===== config.mk =====
export PLATFORM = sky130hd
export DESIGN_NAME = pulse_cfg_frame_tx
export DESIGN_NICKNAME = d
export VERILOG_FILES = /design/src/rtl/frame_pkg.sv /design/src/rtl/pulse_cfg_frame_tx_byte_pacer.sv /design/src/rtl/pulse_cfg_frame_tx.sv
export SDC_FILE = /design/constraint.sdc
export NUM_CORES = 1
export LEC_CHECK = 0
export CAP_MARGIN = 15
export CORE_ASPECT_RATIO = 1.5
export CORE_MARGIN = 8
export CORE_UTILIZATION = 45
export CTS_BUF_LIST = sky130_fd_sc_hd__clkbuf_8
export DETAILED_ROUTE_END_ITERATION = 8
export DONT_BUFFER_PORTS = 1
export PLACE_DENSITY = 0.68
export SKIP_CTS_REPAIR_TIMING = 1
export SLEW_MARGIN = 20
export SYNTH_ARGS = -nofsm -noshare
export SYNTH_HDL_FRONTEND = slang
export SYNTH_HIERARCHICAL = 1
export SYNTH_SLANG_ARGS = --single-unit

===== constraint.sdc =====
create_clock -name sys_clk -period 4.5 [get_ports sys_clk]
set_clock_uncertainty 0.1 [all_clocks]
set_input_delay 0.675 -clock sys_clk [delete_from_list [all_inputs] [get_ports sys_clk]]
set_output_delay 0.675 -clock sys_clk [all_outputs]
set_load 0.02 [all_outputs]

===== src/rtl/frame_pkg.sv =====
// Shared definitions for the pulse-config frame: header default, frame length,
// byte positions and FSM state encoding. The receive decoder uses the same byte map.
package frame_pkg;

  localparam logic [7:0] FRAME_HDR_DEFAULT = 8'h07;
  localparam int         FRAME_LEN         = 9;
  localparam int         IDX_W             = 4;

  // Byte positions within the frame, MSB of each 16-bit field first
  localparam logic [IDX_W-1:0] IDX_HDR   = 4'd0;
  localparam logic [IDX_W-1:0] IDX_EN1   = 4'd1;
  localparam logic [IDX_W-1:0] IDX_EN2   = 4'd2;
  localparam logic [IDX_W-1:0] IDX_W1_H  = 4'd3;
  localparam logic [IDX_W-1:0] IDX_W1_L  = 4'd4;
  localparam logic [IDX_W-1:0] IDX_W2_H  = 4'd5;
  localparam logic [IDX_W-1:0] IDX_W2_L  = 4'd6;
  localparam logic [IDX_W-1:0] IDX_GAP_H = 4'd7;
  localparam logic [IDX_W-1:0] IDX_GAP_L = 4'd8;
  localparam logic [IDX_W-1:0] IDX_CSUM  = 4'd9;

  typedef enum logic [2:0] {
    IDLE = 3'd0,
    LOAD = 3'd1,
    SEND = 3'd2,
    WAIT = 3'd3,
    FIN  = 3'd4
  } frame_state_t;

  // One UART byte is 10 bit times plus one guard bit; the division truncates
  function automatic int byte_cycles(input int clk_freq, input int uart_bps);
    return (clk_freq / uart_bps) * 11;
  endfunction

endpackage


===== src/rtl/pulse_cfg_frame_tx_byte_pacer.sv =====
// byte_pacer: down-counter that spaces consecutive bytes handed to uart_tx.
// load presets the count; while count_en is high it counts down and expire
// fires in the cycle the count reaches zero.
module byte_pacer #(
  parameter int CNT_W    = 8,
  parameter int LOAD_VAL = 110
) (
  input  logic sys_clk,
  input  logic sys_rst_n,
  input  logic load,
  input  logic count_en,
  output logic expire
);

  logic [CNT_W-1:0] cnt_q;

  // Expire on the last counted cycle; also on an empty count so a waiting FSM can never stall
  assign expire = count_en && (cnt_q <= CNT_W'(1));

  // Pacing counter: preset on load, decrement while enabled, stop at zero
  always_ff @(posedge sys_clk) begin
    if (!sys_rst_n) begin
      cnt_q <= '0;
    end else if (load) begin
      cnt_q <= CNT_W'(LOAD_VAL);
    end else if (count_en && (cnt_q != '0)) begin
      cnt_q <= cnt_q - CNT_W'(1);
    end
  end

endmodule


===== src/rtl/pulse_cfg_frame_tx.sv =====
// pulse_cfg_frame_tx: serialises one pulse-configuration frame into bytes for
// uart_tx, one pi_flag strobe per byte, paced by byte_pacer.
// Optional build macro FRAME_CHECKSUM_EN appends an 8-bit sum byte (index 9).
module pulse_cfg_frame_tx
  import frame_pkg::*;
#(
  parameter int         UART_BPS  = 9600,
  parameter int         CLK_FREQ  = 50_000_000,
  parameter logic [7:0] FRAME_HDR = FRAME_HDR_DEFAULT
) (
  input  logic        sys_clk,
  input  logic        sys_rst_n,
  input  logic        send_req,
  input  logic        en1,
  input  logic        en2,
  input  logic [15:0] pulse_width1,
  input  logic [15:0] pulse_width2,
  input  logic [15:0] pulse_gap,
  output logic [7:0]  pi_data,
  output logic        pi_flag,
  output logic        busy,
  output logic        done
);

  localparam int BYTE_CYCLES = byte_cycles(CLK_FREQ, UART_BPS);
  localparam int CNT_W       = $clog2(BYTE_CYCLES + 1);

`ifdef FRAME_CHECKSUM_EN
  localparam logic [IDX_W-1:0] LAST_IDX = IDX_CSUM;
`else
  localparam logic [IDX_W-1:0] LAST_IDX = IDX_GAP_L;
`endif

  frame_state_t     state_q, state_d;
  logic [IDX_W-1:0] idx_q;
  logic             accept;
  logic             pacer_load;
  logic             pacer_run;
  logic             pacer_expire;
  logic [7:0]       byte_sel;

  logic             en1_q, en2_q;
  logic [15:0]      width1_q, width2_q, gap_q;

`ifdef FRAME_CHECKSUM_EN
  function automatic logic [7:0] csum8(input logic [7:0] hdr, input logic e1, input logic e2,
                                       input logic [15:0] w1, input logic [15:0] w2,
                                       input logic [15:0] g);
    logic [7:0] s;
    s = hdr + {7'd0, e1} + {7'd0, e2};
    s = s + w1[15:8] + w1[7:0] + w2[15:8] + w2[7:0] + g[15:8] + g[7:0];
    return s;
  endfunction
`endif

  byte_pacer #(
    .CNT_W    (CNT_W),
    .LOAD_VAL (BYTE_CYCLES)
  ) u_byte_pacer (
    .sys_clk   (sys_clk),
    .sys_rst_n (sys_rst_n),
    .load      (pacer_load),
    .count_en  (pacer_run),
    .expire    (pacer_expire)
  );

  // State register
  always_ff @(posedge sys_clk) begin
    if (!sys_rst_n) state_q <= IDLE;
    else            state_q <= state_d;
  end

  // Next-state and strobe decode; requests are only honoured in IDLE, so a
  // request during a frame (including FIN) is dropped rather than queued
  always_comb begin
    state_d    = state_q;
    accept     = 1'b0;
    pacer_load = 1'b0;
    pacer_run  = 1'b0;
    pi_flag    = 1'b0;
    busy       = 1'b1;
    done       = 1'b0;
    case (state_q)
      IDLE: begin
        busy = 1'b0;
        if (send_req) begin
          accept  = 1'b1;
          state_d = LOAD;
        end
      end
      LOAD: state_d = SEND;
      SEND: begin
        pi_flag    = 1'b1;
        pacer_load = 1'b1;
        state_d    = WAIT;
      end
      WAIT: begin
        pacer_run = 1'b1;
        if (pacer_expire) state_d = (idx_q == LAST_IDX) ? FIN : LOAD;
      end
      FIN: begin
        done    = 1'b1;
        state_d = IDLE;
      end
      default: begin
        busy    = 1'b0;
        state_d = IDLE;
      end
    endcase
  end

  // Shadow copy of the frame fields, frozen for the whole frame
  always_ff @(posedge sys_clk) begin
    if (!sys_rst_n) begin
      en1_q    <= 1'b0;
      en2_q    <= 1'b0;
      width1_q <= '0;
      width2_q <= '0;
      gap_q    <= '0;
    end else if (accept) begin
      en1_q    <= en1;
      en2_q    <= en2;
      width1_q <= pulse_width1;
      width2_q <= pulse_width2;
      gap_q    <= pulse_gap;
    end
  end

  // Byte index: restart at each new frame, advance only below the last byte
  always_ff @(posedge sys_clk) begin
    if (!sys_rst_n) begin
      idx_q <= '0;
    end else if (accept) begin
      idx_q <= '0;
    end else if ((state_q == WAIT) && pacer_expire && (idx_q != LAST_IDX)) begin
      idx_q <= idx_q + IDX_W'(1);
    end
  end

  // Byte mux over the shadow registers
  always_comb begin
    byte_sel = 8'h00;
    case (idx_q)
      IDX_HDR:   byte_sel = FRAME_HDR;
      IDX_EN1:   byte_sel = {7'd0, en1_q};
      IDX_EN2:   byte_sel = {7'd0, en2_q};
      IDX_W1_H:  byte_sel = width1_q[15:8];
      IDX_W1_L:  byte_sel = width1_q[7:0];
      IDX_W2_H:  byte_sel = width2_q[15:8];
      IDX_W2_L:  byte_sel = width2_q[7:0];
      IDX_GAP_H: byte_sel = gap_q[15:8];
      IDX_GAP_L: byte_sel = gap_q[7:0];
`ifdef FRAME_CHECKSUM_EN
      IDX_CSUM:  byte_sel = csum8(FRAME_HDR, en1_q, en2_q, width1_q, width2_q, gap_q);
`endif
      default:   byte_sel = 8'h00;
    endcase
  end

  // Output byte register: updated in LOAD, held between strobes
  always_ff @(posedge sys_clk) begin
    if (!sys_rst_n)            pi_data <= 8'h00;
    else if (state_q == LOAD)  pi_data <= byte_sel;
  end

endmodule


# Yosys cells after proc, flatten, opt, wreduce, memory -nomap -nowiden
# Index checks and enable logic that the tools add are counted.
[word_totals] elab_cells=54 reg_bits=81
[classes] n_mux=13 add_sub_neg=2 n_bitwise=1 n_reduce_logical=12 n_eq_ne=15 magnitude_cmp=1
[ops] operator="one-hot mux 8 bit (9 select lines)" n=1
[ops] operator="2-to-1 mux 16 bit" n=2
[ops] operator="equality test 4 x 3 -> 1 bit, second input constant" n=4
[ops] operator="<= comparator 16 x 1 -> 1 bit, second input constant" n=1
[ops] operator="nonzero test 16 bit" n=1
[ops] operator="subtractor 16 x 1 -> 16 bit, second input constant" n=1
[ops] operator="one-hot mux 3 bit (4 select lines)" n=1
[ops] operator="2-to-1 mux 3 bit" n=3
[ops] operator="equality test 4 x 2 -> 1 bit, second input constant" n=2
[ops] operator="equality test 3 x 2 -> 1 bit, second input constant" n=2
[ops] operator="2-to-1 mux 1 bit" n=6
[ops] operator="adder 4 x 1 -> 4 bit, second input constant" n=1
[ops] operator="equality test 4 x 1 -> 1 bit, second input constant" n=1
[ops] operator="equality test 4 bit, second input constant" n=1
[ops] operator="logical AND 1 bit" n=4
[ops] operator="logical NOT 4 bit" n=1
[ops] operator="!= test 2 bit, second input constant" n=2
[ops] operator="!= test 4 bit, second input constant" n=1
[ops] operator="OR reduction 2 bit" n=2
[ops] operator="OR reduction 4 bit" n=1
[ops] operator="equality test 3 x 1 -> 1 bit, second input constant" n=1
[ops] operator="equality test 3 bit, second input constant" n=1
[ops] operator="logical NOT 3 bit" n=1
[ops] operator="AND reduction 2 bit" n=1
[ops] operator="other kinds (2)" n=2

# Depth between registers and ports, before layout
[logic_depth] ltp_word=5 mapped_depth=10

# Hierarchy
# Netlist, hierarchy kept.
[modules_own_cells] mod="pulse_cfg_frame_tx" cells_each=351 area_each_um2=2911.5 n_inst=1 seq_area_each_um2=1301.2
[modules_own_cells] mod="byte_pacer" cells_each=104 area_each_um2=924.6 n_inst=1 seq_area_each_um2=320.3

# Least setup slack after synthesis
# OpenSTA, ideal clock, no wires.
[synth_path] path_kind="register to register" start="register state_q[2]" end="register idx_q[3]" path_slack_ns=2.112 t_arrival_ns=2.173 required_time_ns=4.285 stages_incl_launch_ff=11 n_path_buf=2 cell_sequence="dfxtp_1 -> clkbuf_1 -> and2b_1 -> and2_1 -> clkbuf_1 -> o211ai_1 -> nor2_1 -> nand2_1 -> or4b_1 -> xor2_1 -> nor2_2"
[synth_between] elab_chain_len=5 elab_cells_between_ends=8
[synth_rtl] element="start: declaration" line="pulse_cfg_frame_tx.sv:34" rtl="frame_state_t state_q, state_d;"
[synth_rtl] element="start signal: assignment" line="pulse_cfg_frame_tx.sv:70" rtl="else state_q <= state_d;"
[synth_rtl] element="equality test 3 x 2 -> 1 bit" line="pulse_cfg_frame_tx.sv:83" rtl="case (state_q)"
[synth_rtl] element="2-to-1 mux 1 bit" line="pulse_cfg_frame_tx.sv:83"
[synth_rtl] element="named net pacer_run" line="pulse_cfg_frame_tx.sv:38" rtl="logic pacer_run;"
[synth_rtl] element="logical AND 1 bit" line="pulse_cfg_frame_tx_byte_pacer.sv:18" rtl="assign expire = count_en && (cnt_q <= CNT_W'(1));"
[synth_rtl] element="named net pacer_expire" line="pulse_cfg_frame_tx.sv:39" rtl="logic pacer_expire;"
[synth_rtl] element="logical AND 1 bit (2 in a row)" line="pulse_cfg_frame_tx.sv:135" rtl="end else if ((state_q == WAIT) && pacer_expire && (idx_q != LAST_IDX)) begin"
[synth_rtl] element="end signal: assignment" line="pulse_cfg_frame_tx.sv:136" rtl="idx_q <= idx_q + IDX_W'(1);"
[synth_rtl] element="end: declaration" line="pulse_cfg_frame_tx.sv:35" rtl="logic [IDX_W-1:0] idx_q;"
# The timed path passes the listed nets, and every way through them passes these cells.
# A chain may end at the register's enable or synchronous reset.

# Worst setup path after layout
[layout_path] start="register u_byte_pacer.cnt_q[4]" end="register idx_q[3]"
[layout_between] elab_chain_len=4
[layout_rtl] element="start: declaration" line="pulse_cfg_frame_tx_byte_pacer.sv:15" rtl="logic [CNT_W-1:0] cnt_q;"
[layout_rtl] element="start signal: assignment" line="pulse_cfg_frame_tx_byte_pacer.sv:25" rtl="cnt_q <= CNT_W'(LOAD_VAL);"
[layout_rtl] element="start signal: assignment" line="pulse_cfg_frame_tx_byte_pacer.sv:27" rtl="cnt_q <= cnt_q - CNT_W'(1);"
[layout_rtl] element="<= comparator 16 x 1 -> 1 bit" line="pulse_cfg_frame_tx_byte_pacer.sv:18"
[layout_rtl] element="logical AND 1 bit" line="pulse_cfg_frame_tx_byte_pacer.sv:18"
[layout_rtl] element="named net pacer_expire" line="pulse_cfg_frame_tx.sv:39"
[layout_rtl] element="logical AND 1 bit (2 in a row)" line="pulse_cfg_frame_tx.sv:135"
# The timed path passes the listed nets, and every way through them passes these cells.

==> out/metrics.cfg <==
[run_status]
status = finished clean

[place]
routabilityCongestion = 0.8240
port_buffers = 0
place_hpwl_mm = 6.763

[timing]
fin_crit_sh_pct = 58.31
rsz0062_at_grt = false
finalSetupViolCount = 0
min_period_ps = 2624
final_hold_viol_count = 0
fin_tns_setup_ps = 0
slew_violations = 0
max_slew.worst_pin.slew_ps = 825.9
maxSlewHeadroom_pct = 44.94
fmax_mhz = 381.1

[detailed_routing]
via_per_inst = 5.807
detail-route-antenna-nets = 0
route.detailed.drc = 0
vias = 3182
firstDrtPassIters = 4
drtIter0Drc = 222
totalWireLength_mm = 9.470
wl_per_cell_um = 17.28

[critical_path]
cp.required_ps = 4660
r2r_cells = 7
rr_endpoint = idx_q[3]$_SDFFE_PP0P_
reg2reg_slack_ps = 1880
worstPathArrival_ps = 2790
cp-end-kind = flip-flop
start_kind = flip-flop
r2r_start = u_byte_pacer/cnt_q[4]$_SDFFE_PP0P_
worstPathMaxFanout = 7
criticalPathCategory = flip-flop to flip-flop

[min_path]
hold_path_depth = 1
holdCritStartpoint = sys_rst_n
whs_endpoint = u_byte_pacer/cnt_q[12]$_SDFFE_PN0P_
min-delay-path-class = input port to flip-flop

[cts]
htree_levels = 3
insertion_delay_ps = 360
clock-sinks = 81
cts_inserted_buffers = 9
cts_tree = built
clockRootBuffer = clkbuf_8
clockBufferDepth = 2
cts.clk_slew.worst_paths_ps = 90

[pwr]
leakage_nw = 1.413
power_mw = 1.622
power_per_cell_area_nw_per_um2 = 397.9
ir_drop_mv = 0.2451

[grt]
grt_pass1_vias = 3089
grt_overflow = 0
grt.total_usage_pct = 16.14
antenna_found_initial = 0
grt_pass1_wl_mm = 15.13
grt_max_degree = 69

[yosys]
synth_top_area_share_pct = 42.27
synth_flop_cell = dfxtp_1
yosys_warnings = 6
synth_top_cell_by_area = dfxtp_1
ys_types = 57
synth_fp_nets = 515
ys_seq_elements = 81
ys_seq_area_share_pct = 42.27
synth_area_per_cell_um2 = 8.431
ys_top_cells_by_count = nand2_1, dfxtp_1, a21boi_0, clkbuf_1, o31a_1
yosysMostFrequentCell = nand2_1
syn_inst = 455
async_flop_share_pct = 0
syn_area_um2 = 3836
synth_edf_count = 0
synthTopCellsByArea = dfxtp_1, nand2_1, a21boi_0

[finish]
synthToLayoutAreaGrowth_pct = 6.295
fin_nets = 496
antennaDiodeCount = 0
fill_cells = 827
drive_gt1_share_pct = 6.576

[floorplanning]
core-area_um2 = 8362
fp.dieH_um = 129.1
rows = 41
io_pins = 64
die_area_um2 = 11800
start_util_pct = 45.88
die_w_um = 91.39

[flow_run]
max_cap_violations = 0

## how the worst max path moves through the flow
stage	end	slack [ps]	cells past startpoint	startpoint
floorplan	idx_q[3]$_SDFFE_PP0P_	2110	10	state_q[2]$_SDFFE_PN0P_
global placement	idx_q[3]$_SDFFE_PP0P_	2030	7	u_byte_pacer/cnt_q[4]$_SDFFE_PP0P_
detailed placement	idx_q[3]$_SDFFE_PP0P_	1880	7	u_byte_pacer/cnt_q[4]$_SDFFE_PP0P_
CTS	idx_q[3]$_SDFFE_PP0P_	1870	7	u_byte_pacer/cnt_q[4]$_SDFFE_PP0P_
global route	idx_q[3]$_SDFFE_PP0P_	1630	7	u_byte_pacer/cnt_q[4]$_SDFFE_PP0P_
finish	idx_q[3]$_SDFFE_PP0P_	1880	7	u_byte_pacer/cnt_q[4]$_SDFFE_PP0P_
## cells by family after synthesis
group	synth area share, %
AND/OR/NAND/NOR	24.36
multiplexers	0.2609
flip-flops	42.27
adder cells (fa/ha/maj)	2.283
XOR/XNOR	0.9134
AO/OA/AOI/OAI	25.08
buffers and inverters	4.827
## power breakdown
part	total, mW	leakage (nW)	internal [mW]	switching [mW]
clock	0.584	0.109	0.312	0.272
combinational	0.223	0.641	0.0856	0.137
sequential	0.816	0.662	0.768	0.0487
total	1.62	1.41	1.17	0.457
## sequential cells by signal, indices dropped and copies added, names as in the netlist, 3 cells and up
name / count
width1_q: 16
u_byte_pacer/cnt_q: 16
gap_q: 16
idx_q: 4
width2_q: 16
pi_data: 8
state_q: 3
## placed cells by master, fill, tap and decap left out, types with 3 or more instances in the layout
cell type  count
nand2_1      112
dfxtp_1       81
a21boi_0      36
o31a_1        17
a21boi_1      15
nor2_1        14
a21oi_1       13
o21ai_0       11
inv_1         10
nor4_1        10
nand3_1        9
clkbuf_8       9
ha_1           7
nand2b_1       5
a2bb2oi_1      5
a22o_1         5
a22oi_1        5
a222oi_1       4
o31ai_1        4
xnor2_1        3
nor3b_1        3
nand4b_1       3
nor2b_1        3
nor3_1         3
buf_4          3
## critical path, stage by stage, from the launching register on
cell,delay (ps)
dfxtp_1,370
nor4_2,630
nand3_1,220
nor2_1,240
nand2_1,140
or4b_1,570
xor2_1,210
nor2_2,50
## area by class of cell
type | count | area (µm²) | area share, %
Inverter | 10 | 37.54 | 0.9205
Clock inverter | 7 | 95.09 | 2.332
Timing Repair Buffer | 3 | 22.52 | 0.5523
Tap cell | 107 | 133.9 | 3.283
Multi-Input combinational cell | 331 | 2043 | 50.11
Clock buffer | 9 | 123.9 | 3.038
Sequential cell | 81 | 1622 | 39.77
## per-stage QoR
stage          hold slack, ps  setup slack [ps]  utilization [%]  area (µm²)  cells
3_5_place_dp            345.1              1880            46.15        3859    532
2_1_floorplan           334.4              2112                -        3836    455
4_1_cts                 317.9              1872            48.77        4078    548
5_1_grt                 322.6              1628            48.77        4078    548
6_report                325.3              1876            48.77        4078    548
3_3_place_gp            342.0              2026            46.15        3859    532
## routing by layer
layer | share of wire (%) | track usage [%] | vias to the layer above | wire [µm]
li1 | - | - | 1577 | -
met1 | 40 | 17.23 | 1523 | 3832
met2 | 53 | 28.97 | 64 | 5034
met3 | 4.2 | 3.819 | 18 | 402
met4 | 2.1 | 8.132 | 0 | 201
met5 | 0 | 0 | - | 0
(Power assumes the default switching activity.)
